**src/rtl/queue_pkg.sv**
```systemverilog
// Shared widths and types for the 8x72 queue and its storage macro.
package queue_pkg;

    localparam int unsigned QUEUE_W     = 72;
    localparam int unsigned QUEUE_DEPTH = 8;
    localparam int unsigned QUEUE_PTR_W = 3;

    typedef logic [QUEUE_PTR_W-1:0] queue_ptr_t;
    typedef logic [QUEUE_W-1:0]     queue_data_t;

endpackage

```
**src/rtl/ram_8x72.sv**
```systemverilog
// Two-port 8x72 storage macro: synchronous write port, asynchronous read port.
module ram_8x72
    import queue_pkg::*;
(
    input  logic        i_wr_clk,
    input  logic        i_wr_en,
    input  queue_ptr_t  i_wr_addr,
    input  queue_data_t i_wr_data,
    input  logic        i_rd_clk,
    input  logic        i_rd_en,
    input  queue_ptr_t  i_rd_addr,
    output queue_data_t o_rd_data
);

    queue_data_t r_mem [QUEUE_DEPTH];

    // Read port is flow-through in this model, so its clock has no load.
    logic w_unused_rd_clk;
    assign w_unused_rd_clk = i_rd_clk;

    always_ff @(posedge i_wr_clk) begin
        if (i_wr_en) begin
            r_mem[i_wr_addr] <= i_wr_data;
        end
    end

    assign o_rd_data = i_rd_en ? r_mem[i_rd_addr] : '0;

endmodule

```
**src/rtl/queue_8x72.sv**
```systemverilog
// Eight-entry 72-bit ready/valid FIFO; pointers and flags here, data in ram_8x72.
module queue_8x72
    import queue_pkg::*;
#(
    parameter bit FLOW = 1'b0,
    parameter bit PIPE = 1'b0
) (
    input  logic        clock,
    input  logic        reset_n,
    input  logic        enq_valid,
    output logic        enq_ready,
    input  queue_data_t enq_bits,
    output logic        deq_valid,
    input  logic        deq_ready,
    output queue_data_t deq_bits,
    output logic [3:0]  count
);

    queue_ptr_t  r_enq_ptr;
    queue_ptr_t  r_deq_ptr;
    logic        r_maybe_full;

    logic        w_ptr_match;
    logic        w_empty;
    logic        w_full;
    logic        w_do_enq;
    logic        w_do_deq;
    logic        w_bypass;
    logic        w_stored_enq;
    logic        w_stored_deq;
    queue_ptr_t  w_ptr_diff;
    queue_data_t w_rd_data;

    assign w_ptr_match = (r_enq_ptr == r_deq_ptr);
    assign w_empty     = w_ptr_match & ~r_maybe_full;
    assign w_full      = w_ptr_match & r_maybe_full;

    assign enq_ready = ~w_full | (PIPE & deq_ready);
    assign deq_valid = ~w_empty | (FLOW & enq_valid);
    assign deq_bits  = (FLOW & w_empty) ? enq_bits : w_rd_data;

    assign w_do_enq = enq_ready & enq_valid;
    assign w_do_deq = deq_ready & deq_valid;

    // An empty FLOW queue hands the word straight to the consumer; storage is untouched.
    assign w_bypass     = FLOW & w_empty & deq_ready;
    assign w_stored_enq = w_do_enq & ~w_bypass;
    assign w_stored_deq = w_do_deq & ~w_empty;

    assign w_ptr_diff = r_enq_ptr - r_deq_ptr;
    assign count      = {w_full, w_ptr_diff};

    always_ff @(posedge clock or negedge reset_n) begin
        if (!reset_n) begin
            r_enq_ptr    <= '0;
            r_deq_ptr    <= '0;
            r_maybe_full <= 1'b0;
        end else begin
            if (w_stored_enq) begin
                r_enq_ptr <= r_enq_ptr + 3'd1;
            end
            if (w_stored_deq) begin
                r_deq_ptr <= r_deq_ptr + 3'd1;
            end
            if (w_stored_enq != w_stored_deq) begin
                r_maybe_full <= w_stored_enq;
            end
        end
    end

    ram_8x72 u_ram (
        .i_wr_clk  (clock),
        .i_wr_en   (w_stored_enq),
        .i_wr_addr (r_enq_ptr),
        .i_wr_data (enq_bits),
        .i_rd_clk  (clock),
        .i_rd_en   (1'b1),
        .i_rd_addr (r_deq_ptr),
        .o_rd_data (w_rd_data)
    );

endmodule
```
**config.mk**
```make
export PLATFORM = sky130hd
export DESIGN_NAME = queue_8x72
export DESIGN_NICKNAME = d
export VERILOG_FILES = /design/src/rtl/queue_pkg.sv /design/src/rtl/ram_8x72.sv /design/src/rtl/queue_8x72.sv
export SDC_FILE = /design/constraint.sdc
export NUM_CORES = 1
export LEC_CHECK = 0
export BUFFER_PORTS_ARGS = -buffer_cell sky130_fd_sc_hd__buf_2
export CAP_MARGIN = 20
export CORE_MARGIN = 2
export CORE_UTILIZATION = 40
export CTS_CLUSTER_DIAMETER = 200
export CTS_CLUSTER_SIZE = 24
export DETAILED_ROUTE_END_ITERATION = 6
export GPL_TIMING_DRIVEN = 0
export REMOVE_ABC_BUFFERS = 1
export SLEW_MARGIN = 20
export SYNTH_ARGS = -nofsm -noshare
export SYNTH_HDL_FRONTEND = slang
export SYNTH_SLANG_ARGS = --single-unit
```
**constraint.sdc**
```tcl
create_clock -name clock -period 19.9 [get_ports clock]
set_clock_uncertainty 0.2 [all_clocks]
set_input_delay 1.99 -clock clock [delete_from_list [all_inputs] [get_ports clock]]
set_output_delay 1.99 -clock clock [all_outputs]
set_load 0.03 [all_outputs]
```
==> results of run 1 <==
==> cells in the final DEF, fill, tap and decap left out, types with 2 or more instances in the layout <==
master,n
clkbuf_1,11
dfrtp_1,4
dfrtp_4,3
buf_16,16
mux4_2,144
inv_1,6
o21ai_0,2
nand3_1,3
nand4_1,3
mux2_2,74
buf_12,17
nand2_1,9
edfxtp_1,576
clkbuf_16,29
nor3_2,2
nor2b_1,2
buf_2,153
nor2_4,6
buf_6,3
buf_4,19
xnor2_1,4
ha_1,4
==> worst register-to-register path: stages (launching register included) <==
cell and delay [ps]:
dfrtp_4 910, ha_1 420, nand4_1 110, nand3_1 310, nor3_2 660, buf_6 250
buf_4 200, buf_4 190, buf_4 190, buf_4 200
==> power by group <==
group | internal, mW | total, mW | leakage (nW) | switching (mW)
registers | 1.54 | 1.64 | 5.31 | 0.0909
clock network | 0.270 | 0.633 | 0.380 | 0.362
logic | 0.618 | 1.41 | 2.40 | 0.792
==> sequential cells by signal, summed over array words and instances, names as in the netlist <==
| register | flops |
|---|---|
| u_ram.r_mem | 576 |
| r_maybe_full | 1 |
| r_enq_ptr | 3 |
| r_deq_ptr | 3 |
==> cells in the mapped netlist, types with 2 or more instances <==
cell / n / area [um^2]
nand4_1: 3 / 18.77
edfxtp_1: 576 / 17300
mux4_2: 144 / 3243
nor3_1: 2 / 10.01
inv_1: 6 / 22.52
nand2_1: 9 / 33.78
xnor2_1: 4 / 35.03
dfrtp_1: 7 / 175.2
clkbuf_1: 12 / 45.04
nor2_1: 7 / 26.28
nor2b_1: 2 / 12.51
ha_1: 4 / 50.05
buf_2: 14 / 70.07
mux2_2: 74 / 833.3
buf_4: 6 / 45.04
buf_6: 11 / 123.9
nand3_1: 3 / 15.01
o21ai_0: 2 / 10.01
==> cells by family after synthesis <==
logic type / Yosys count
compound gates: 6
xor+xnor: 5
fa+ha+maj: 5
buf+inv: 49
flops: 583
mux: 218
simple gates: 31
==> worst max path at each step <==
stage | startpoint | to | slack (ps) | depth (start not counted)
2_1_floorplan | r_deq_ptr[1] | u_ram.r_mem[0][0] | 7740 | 5
3_3_place_gp | r_deq_ptr[1] | u_ram.r_mem[0][61] | -690 | 5
3_5_place_dp | r_deq_ptr[1] | deq_bits[22] | 14990 | 6
4_1_cts | r_deq_ptr[1] | deq_bits[22] | 14310 | 6
5_1_grt | r_deq_ptr[1] | deq_bits[64] | 14210 | 6
6_report | r_deq_ptr[1] | deq_bits[49] | 14430 | 6
==> layer usage <==
metal | vias up | share of wire, % | track usage [%]
met5 | - | 0.15 | 0
met4 | 10 | 1.4 | 2.973
met3 | 47 | 4.3 | 2.489
met2 | 164 | 50 | 25.17
met1 | 5223 | 44 | 20.93
li1 | 4185 | - | -
==> through the flow <==
stage | std cells | utilization, % | power [mW] | area [um^2] | setup TNS, ps
6_report | 1852 | 46.18 | 3.679 | 25390 | 0
5_1_grt | 1852 | 46.18 | 3.855 | 25390 | 0
4_1_cts | 1851 | 46.17 | 3.744 | 25390 | 0
3_5_place_dp | 1810 | 44.74 | 3.111 | 24600 | 0
3_3_place_gp | 1755 | 42.88 | 3.247 | 23580 | -85650
2_1_floorplan | 854 | - | 2.727 | 21880 | 0
==> cell type report <==
cell class / instances / share of cell area [%]
Clock buffer: 40 / 3.020
Inverter: 6 / 0.08869
Multi-Input combinational cell: 265 / 17.48
Timing Repair Buffer: 209 / 6.804
Clock inverter: 1 / 0.07883
Tap cell: 748 / 3.685
Sequential cell: 583 / 68.85
==> impl_metrics.ini, run 1 <==
[status]
outcome = finished clean

[grt]
grt.total_usage_pct = 15.01
gr-total-overflow = 0
grt_max_degree = 48
first_global_vias = 10145
grt_first_pass_wirelength_um = 63800
antenna_found_initial = 5

[timing]
final_max_slew_viol_count = 0
max_freq_mhz = 182.7
tightest_slew_ps = 741.7
finalSetupViolCount = 0
whs_ps = 476.5
min_period_ps = 5473
setup_slack_ps = 14430
finalHoldViolations = 0
finalCritPeriodShare_pct = 27.50
relSlewSlack_pct = 50.55
rsz0062_at_grt = false

[routing]
via_per_inst = 5.199
dr.pass1.iters = 4
drt_iter0_markers = 738
drc = 0
wirelength_um = 42990
vias = 9629
wl_per_cell_um = 23.21
drt.antenna.violating_nets = 0

[power_and_ir_drop]
ir_worst_vdd_mv = 0.1683
powerDensity_nw_per_um2 = 144.9
leakage_nw = 8.095

[critical_path]
cp_cell_sequence = buf_12 > buf_16 > buf_12 > mux4_2 > mux2_2 > buf_2
critical_path.max_stage_delay_ps = 780
r2r_start = r_deq_ptr[0]
cp_slowest_cell = dfrtp_4
crit_arrival_ps = 3280
cp-start-kind = register
critPathCaptureType = output pin
crit_type = register to output pin
r2r_cells = 9
critPathBufInv = 4
crit_family = buffers and inverters
regToRegSetupSlack_ps = 15950
worstPathRequired_ps = 17710
path_max_fanout = 31
r2r_end = u_ram.r_mem[4][32]
path_common_cell = buf_12

[synth]
synth-simple-area-share_pct = 0.6775
synth_ff_type = edfxtp_1
syn_inst = 897
ys_ff_latch = 583
synth_top_family_by_area = multiplexers
synth_xor_area_share_pct = 0.1976
ys.warnings.count = 0
synthMuxAreaShare_pct = 18.39
synth.avg_cell_area_um2 = 24.71
ys_async_sr_fraction_pct = 1.201
synth_fa_ha_area_share_pct = 0.3162
yosysSeqAreaShare_pct = 78.84
yosysUniqueCellTypes = 29
synth_area_um2 = 22160
synth_compound_area_share_pct = 0.1920
synth-edff-count = 576

[placed_design]
place_ws_ps = 14990
place_congestion = 0.6552
portBuffers = 153
place_hpwl_um = 26810

[layout]
final_nets = 1174
regArea_um2 = 17480
area_delta_synth_final_pct = 14.59
drive_above_1_share_pct = 42.48
fillCellCount = 4565
num_antenna_cells = 0
multiInputGateArea_um2 = 4438

[clock_tree]
cts.path.max_buffers = 3
cts_tree = yes
clk_pin_slew_ps = 90
cts_resized = 0
root_buffer = clkbuf_16
clock-sinks = 583
holdBufCountCts = 0
cts_buffers = 28
clk_latency_ps = 590
post_cts_buffers = 0
cts_htree_levels = 1

[min_path]
holdCritStartpoint = r_enq_ptr[0]
whs_endpoint = r_enq_ptr[0]
hold_path_class = register to register
hold_depth = 1

[floorplanning]
fp.dieW_um = 239.4
coreArea_um2 = 54990
pin_count = 154
fp-row-count = 86
start_util_pct = 40.30
fp.dieH_um = 239.4
dieArea_um2 = 57300

[flow_run]
drv_cap = 0
Note: power is estimated with default switching activity, not from simulation.
==> run 2: changes to the inputs <==
==> constraint.sdc (replaced) <==
create_clock -name clock -period 4.8 [get_ports clock]
set_clock_uncertainty 0.2 [all_clocks]
set_input_delay 0.48 -clock clock [delete_from_list [all_inputs] [get_ports clock]]
set_output_delay 0.48 -clock clock [all_outputs]
set_load 0.03 [all_outputs]
==> run 2 against run 1 <==
  * Highest routed layer is now met4
  * Design area rose by 3.0%
  * Combinational power rose to 4.2 times the previous value
  * Cell count rose by 4.2%
  * First-iteration DRC count fell by 2.0%
==> impl_metrics.ini, run 2 (synthesis gave the netlist of run 1 again) <==
[status]
outcome = finished clean

[power_and_ir_drop]
switching_power_mw = 5.182
p_int_mw = 10.13
ir_worst_vdd_mv = 0.6972
clockPowerShare_pct = 17.2
powerDensity_nw_per_um2 = 585.4
seqPwrFrac_pct = 44.3
comb_power_share_pct = 38.5
leakage_nw = 8.408
sw_frac_of_total_pct = 33.85

[critical_path]
path_common_cell = buf_4
cp-start-kind = register
critPathCaptureType = register
cp_cell_sequence = ha_1 > nand4_1 > nand3_1 > nor3_2 > buf_6 > buf_4 > buf_4 > buf_4 > buf_4
cp_slowest_cell = dfrtp_4
critical_path.max_stage_delay_ps = 920
crit_arrival_ps = 4080
path_max_fanout = 37
crit_type = register to register
worstPathRequired_ps = 4900

[min_path]
hold_path_class = input port to async pin

[layout]
regMostFlops = u_ram.r_mem
largestRegisters = u_ram.r_mem (576), r_deq_ptr (3), r_enq_ptr (3)
drive_above_1_share_pct = 39.78
final_common_cell = edfxtp_1
fin_util_pct = 47.56
final_cell_mix = edfxtp_1, buf_2, mux4_2, dlygate4sd3_1, mux2_2
fin_cells = 1929
area_delta_synth_final_pct = 18.00
final_nets = 1249
largest_reg_flops = 576
stdcell_area_um2 = 26150

[floorplanning]
pin_count = 154
fp.dieH_um = 239.4
fp.dieW_um = 239.4
fp-row-count = 86
coreArea_um2 = 54990
dieArea_um2 = 57300
start_util_pct = 40.30

[grt]
first_global_vias = 10437
grt_max_degree = 48
antenna_found_initial = 1
grt_first_pass_wirelength_um = 64780
gr-total-overflow = 0
grt.total_usage_pct = 15.15

[timing]
tightest_slew_ps = 752.6
final_max_slew_viol_count = 0
final.setup.tns_ps = 0
whs_ps = 36.48
finalHoldViolations = 0
rsz0062_at_grt = false
relSlewSlack_pct = 49.55
max_freq_mhz = 251.2
finalCritPeriodShare_pct = 82.92
finalSetupViolCount = 0
min_period_ps = 3980

[placed_design]
place_congestion = 0.6552
placed_area_um2 = 24600
dpl.cell_count = 1810
place_hpwl_um = 26810
portBuffers = 153

[routing]
wirelength_um = 43410
drt.antenna.violating_nets = 0
wl_per_cell_um = 22.50
drc = 0
vias = 9840
dr.pass1.iters = 4
drt_iter0_markers = 723
via_per_inst = 5.101

[clock_tree]
clk_pin_slew_ps = 90
root_buffer = clkbuf_16
post_cts_buffers = 0
cts_buffers = 28
clock-sinks = 583
cts.path.max_buffers = 3
cts_htree_levels = 1
cts_tree = yes
clk_latency_ps = 590

[flow_run]
drv_cap = 0
[run 2: changes by cell type in the layout (fill, tap and decap cells not counted), sizes merged]
cell,before,now
dlygate4sd3,0,75
diode,0,2
[run 2: final cells by class]
| class | count | area, um^2 |
|---|---|---|
| fillers | 4524 | 28840 |
| flip-flops and latches | 583 | 17480 |
| multi-input cells | 265 | 4438 |
| repair buffers | 284 | 2479 |
| well taps | 748 | 935.9 |
| clock buffers | 40 | 767.0 |
| inverters | 6 | 22.52 |
| clock inverters | 1 | 20.02 |
| diodes | 2 | 5.005 |
[run 2: power by group through the flow]
stage | clock, mW | combinational, mW | sequential (mW)
6_report | 2.63 | 5.90 | 6.78
5_1_grt | 2.88 | 6.30 | 6.86
2_1_floorplan | 0 | 3.93 | 7.21
3_5_place_dp | 0 | 5.98 | 6.92
4_1_cts | 2.72 | 6.05 | 6.80
3_3_place_gp | 0 | 4.81 | 7.53
[run 2: final timing paths]
check / start / end / slack, ps / cells after the start
worst max register to register: r_deq_ptr[0] / u_ram.r_mem[4][32] / 820 / 9
max in group asynchronous: reset_n / r_deq_ptr[0] / 4180 / 2
worst min register to register: r_enq_ptr[0] / r_enq_ptr[0] / 470 / 1
worst min-delay path: reset_n / r_maybe_full / 40 / 2
worst max-delay path: r_deq_ptr[0] / u_ram.r_mem[4][32] / 820 / 9
min in group clock: deq_ready / r_maybe_full / 460 / 3
[run 2: worst max-delay path, delay by kind of cell (launching register included)]
kind                       cells  cell delay [ps]
adders and majority gates      1              420
and+or+nand+nor                3             1100
buffers and inverters          5             1030
DFF                            1              920
[run 2: routing by layer]
metal / global-route usage [%] / up-vias / share of wire (%)
li1: - / 4343 / -
met1: 21.18 / 5284 / 44
met2: 25.53 / 177 / 50
met3: 2.247 / 36 / 4.3
met4: 3.049 / 0 / 1.4
met5: 0 / - / 0
[run 2: stage by stage]
| stage | setup WS [ps] | power (mW) |
|---|---|---|
| final | 819.9 | 15.31 |
| after global routing | 619.8 | 16.04 |
| after CTS | 723.6 | 15.57 |
| after detailed placement | 766.1 | 12.90 |
| after global placement | -15790 | 12.34 |
| after floorplan | -7355 | 11.14 |
[run 2: repair_timing]
item	CTS	global route
hold buffers	75	0
endpoints found under the setup margin	0	0
gates resized for setup	0	0
hold endpoints to repair	586	0
==> run 3: changes to the inputs <==
==> constraint.sdc (replaced) <==
create_clock -name clock -period 3.4 [get_ports clock]
set_clock_uncertainty 0.2 [all_clocks]
set_input_delay 0.34 -clock clock [delete_from_list [all_inputs] [get_ports clock]]
set_output_delay 0.34 -clock clock [all_outputs]
set_load 0.03 [all_outputs]
==> run 3 against run 2 <==
  * First-iteration DRC count grew 9.8%
  * Critical path depth shrank 4
  * Setup slack lost 710 ps
  * Critical path type is now register to output pin
  * Die area is the same
  * Design area grew 1.2%
  * Wire length grew 3.0%
  * Cell count grew 0.98%
  * Utilization grew 0.57 points
  * Clock-buffer cell count is the same
  * Sequential power grew 39%
==> impl_metrics.ini, run 3 (synthesis gave the netlist of run 1 again) <==
[status]
outcome = finished clean

[routing]
vias = 10010
wl_per_cell_um = 22.95
drt.antenna.violating_nets = 0
via_per_inst = 5.139
wirelength_um = 44700
dr.pass1.iters = 5
drc = 0
drt_iter0_markers = 794

[timing]
finalHoldViolations = 0
final_max_slew_viol_count = 0
tightest_slew_ps = 819.6
relSlewSlack_pct = 45.00
finalSetupViolCount = 0
max_freq_mhz = 304.2
rsz0062_at_grt = false
whs_ps = 337.6
finalCritPeriodShare_pct = 96.69
min_period_ps = 3287
final.setup.tns_ps = 0

[critical_path]
critPathCaptureType = output pin
worstPathRequired_ps = 2860
cp_slowest_cell = dfrtp_4
cp_cell_sequence = buf_12 > buf_16 > mux4_2 > mux2_2 > buf_2
crit_arrival_ps = 2750
crit_family = buffers and inverters
path_max_fanout = 47
critPathBufInv = 3
cp-start-kind = register
crit_type = register to output pin
critical_path.max_stage_delay_ps = 670

[floorplanning]
start_util_pct = 40.30
fp.dieW_um = 239.4
fp-row-count = 86
coreArea_um2 = 54990
dieArea_um2 = 57300
fp.dieH_um = 239.4
pin_count = 154

[grt]
first_global_vias = 10533
antenna_found_initial = 1
grt.total_usage_pct = 15.42
grt_max_degree = 48
grt_first_pass_wirelength_um = 65690
gr-total-overflow = 0

[power_and_ir_drop]
powerDensity_nw_per_um2 = 835.0
leakage_nw = 8.573
total_power_mw = 22.10
ir_worst_vdd_mv = 0.9675

[placed_design]
place_hpwl_um = 26810
placed_area_um2 = 24600
place_congestion = 0.6552
portBuffers = 153

[layout]
stdcell_area_um2 = 26460
final_common_cell = edfxtp_1
regMostFlops = u_ram.r_mem
drive_above_1_share_pct = 40.70
largest_reg_flops = 576
final_nets = 1269
largestRegisters = u_ram.r_mem (576), r_deq_ptr (3), r_enq_ptr (3)
final_cell_mix = edfxtp_1, buf_2, mux4_2, dlygate4sd3_1, mux2_2
area_delta_synth_final_pct = 19.42

[clock_tree]
clk_pin_slew_ps = 100
cts_buffers = 28
clock-sinks = 583
cts_htree_levels = 1
cts.path.max_buffers = 3
cts_tree = yes
clk_latency_ps = 600
root_buffer = clkbuf_16

[min_path]
hold_path_class = input port to register

[flow_run]
drv_cap = 0
run 3: where the power goes:
part           internal (mW)  switching [mW]
combinational           4.00            4.99
clock                   1.58            2.12
sequential              9.05           0.357
run 3: layout make-up:
type                       count  area [um^2]
fill                        4502        28520
sequential                   583        17480
multi-input combinational    265         4451
timing repair buffer         304         2781
tap                          748        935.9
clock buffer                  40        767.0
inverter                       6        22.52
clock inverter                 1        20.02
antenna                        1        2.502
run 3: metal layers:
| metal | vias up | share of wire, % | global-route usage (%) |
|---|---|---|---|
| met3 | 39 | 4.2 | 2.270 |
| li1 | 4384 | - | - |
| met1 | 5401 | 44 | 21.41 |
| met2 | 186 | 50 | 26.07 |
| met5 | - | 0 | 0 |
| met4 | 0 | 1.5 | 3.295 |
run 3: path summary, 6_finish.rpt:
check	start	to	slack, ps	cells after the start
setup / recovery	r_deq_ptr[2]	deq_bits[49]	110	5
hold / removal	enq_bits[35]	u_ram.r_mem[5][35]	340	2
setup reg to reg	r_deq_ptr[0]	u_ram.r_mem[4][32]	140	9
hold reg to reg	r_enq_ptr[0]	r_enq_ptr[0]	420	1
max in group asynchronous	reset_n	r_deq_ptr[2]	2220	3
min in group asynchronous	reset_n	r_maybe_full	490	3
run 3: metrics by stage:
stage / std cells / util, % / setup WS (ps)
final: 1948 / 48.13 / 112.7
after global routing: 1948 / 48.13 / 2.599
after CTS: 1936 / 47.84 / -8.767
after detailed placement: 1810 / 44.74 / -633.9
after global placement: 1755 / 42.88 / -17190
after floorplan: 854 / - / -8755
run 3: timing repair:
action / in CTS / in global routing
gates cloned: 1 / 2
pin swaps: 1 / 0
setup buffers: 7 / 9
endpoints found under the hold margin: 589 / 0
setup endpoints to repair: 259 / 61
resized for setup: 4 / 2
hold buffers: 77 / 0
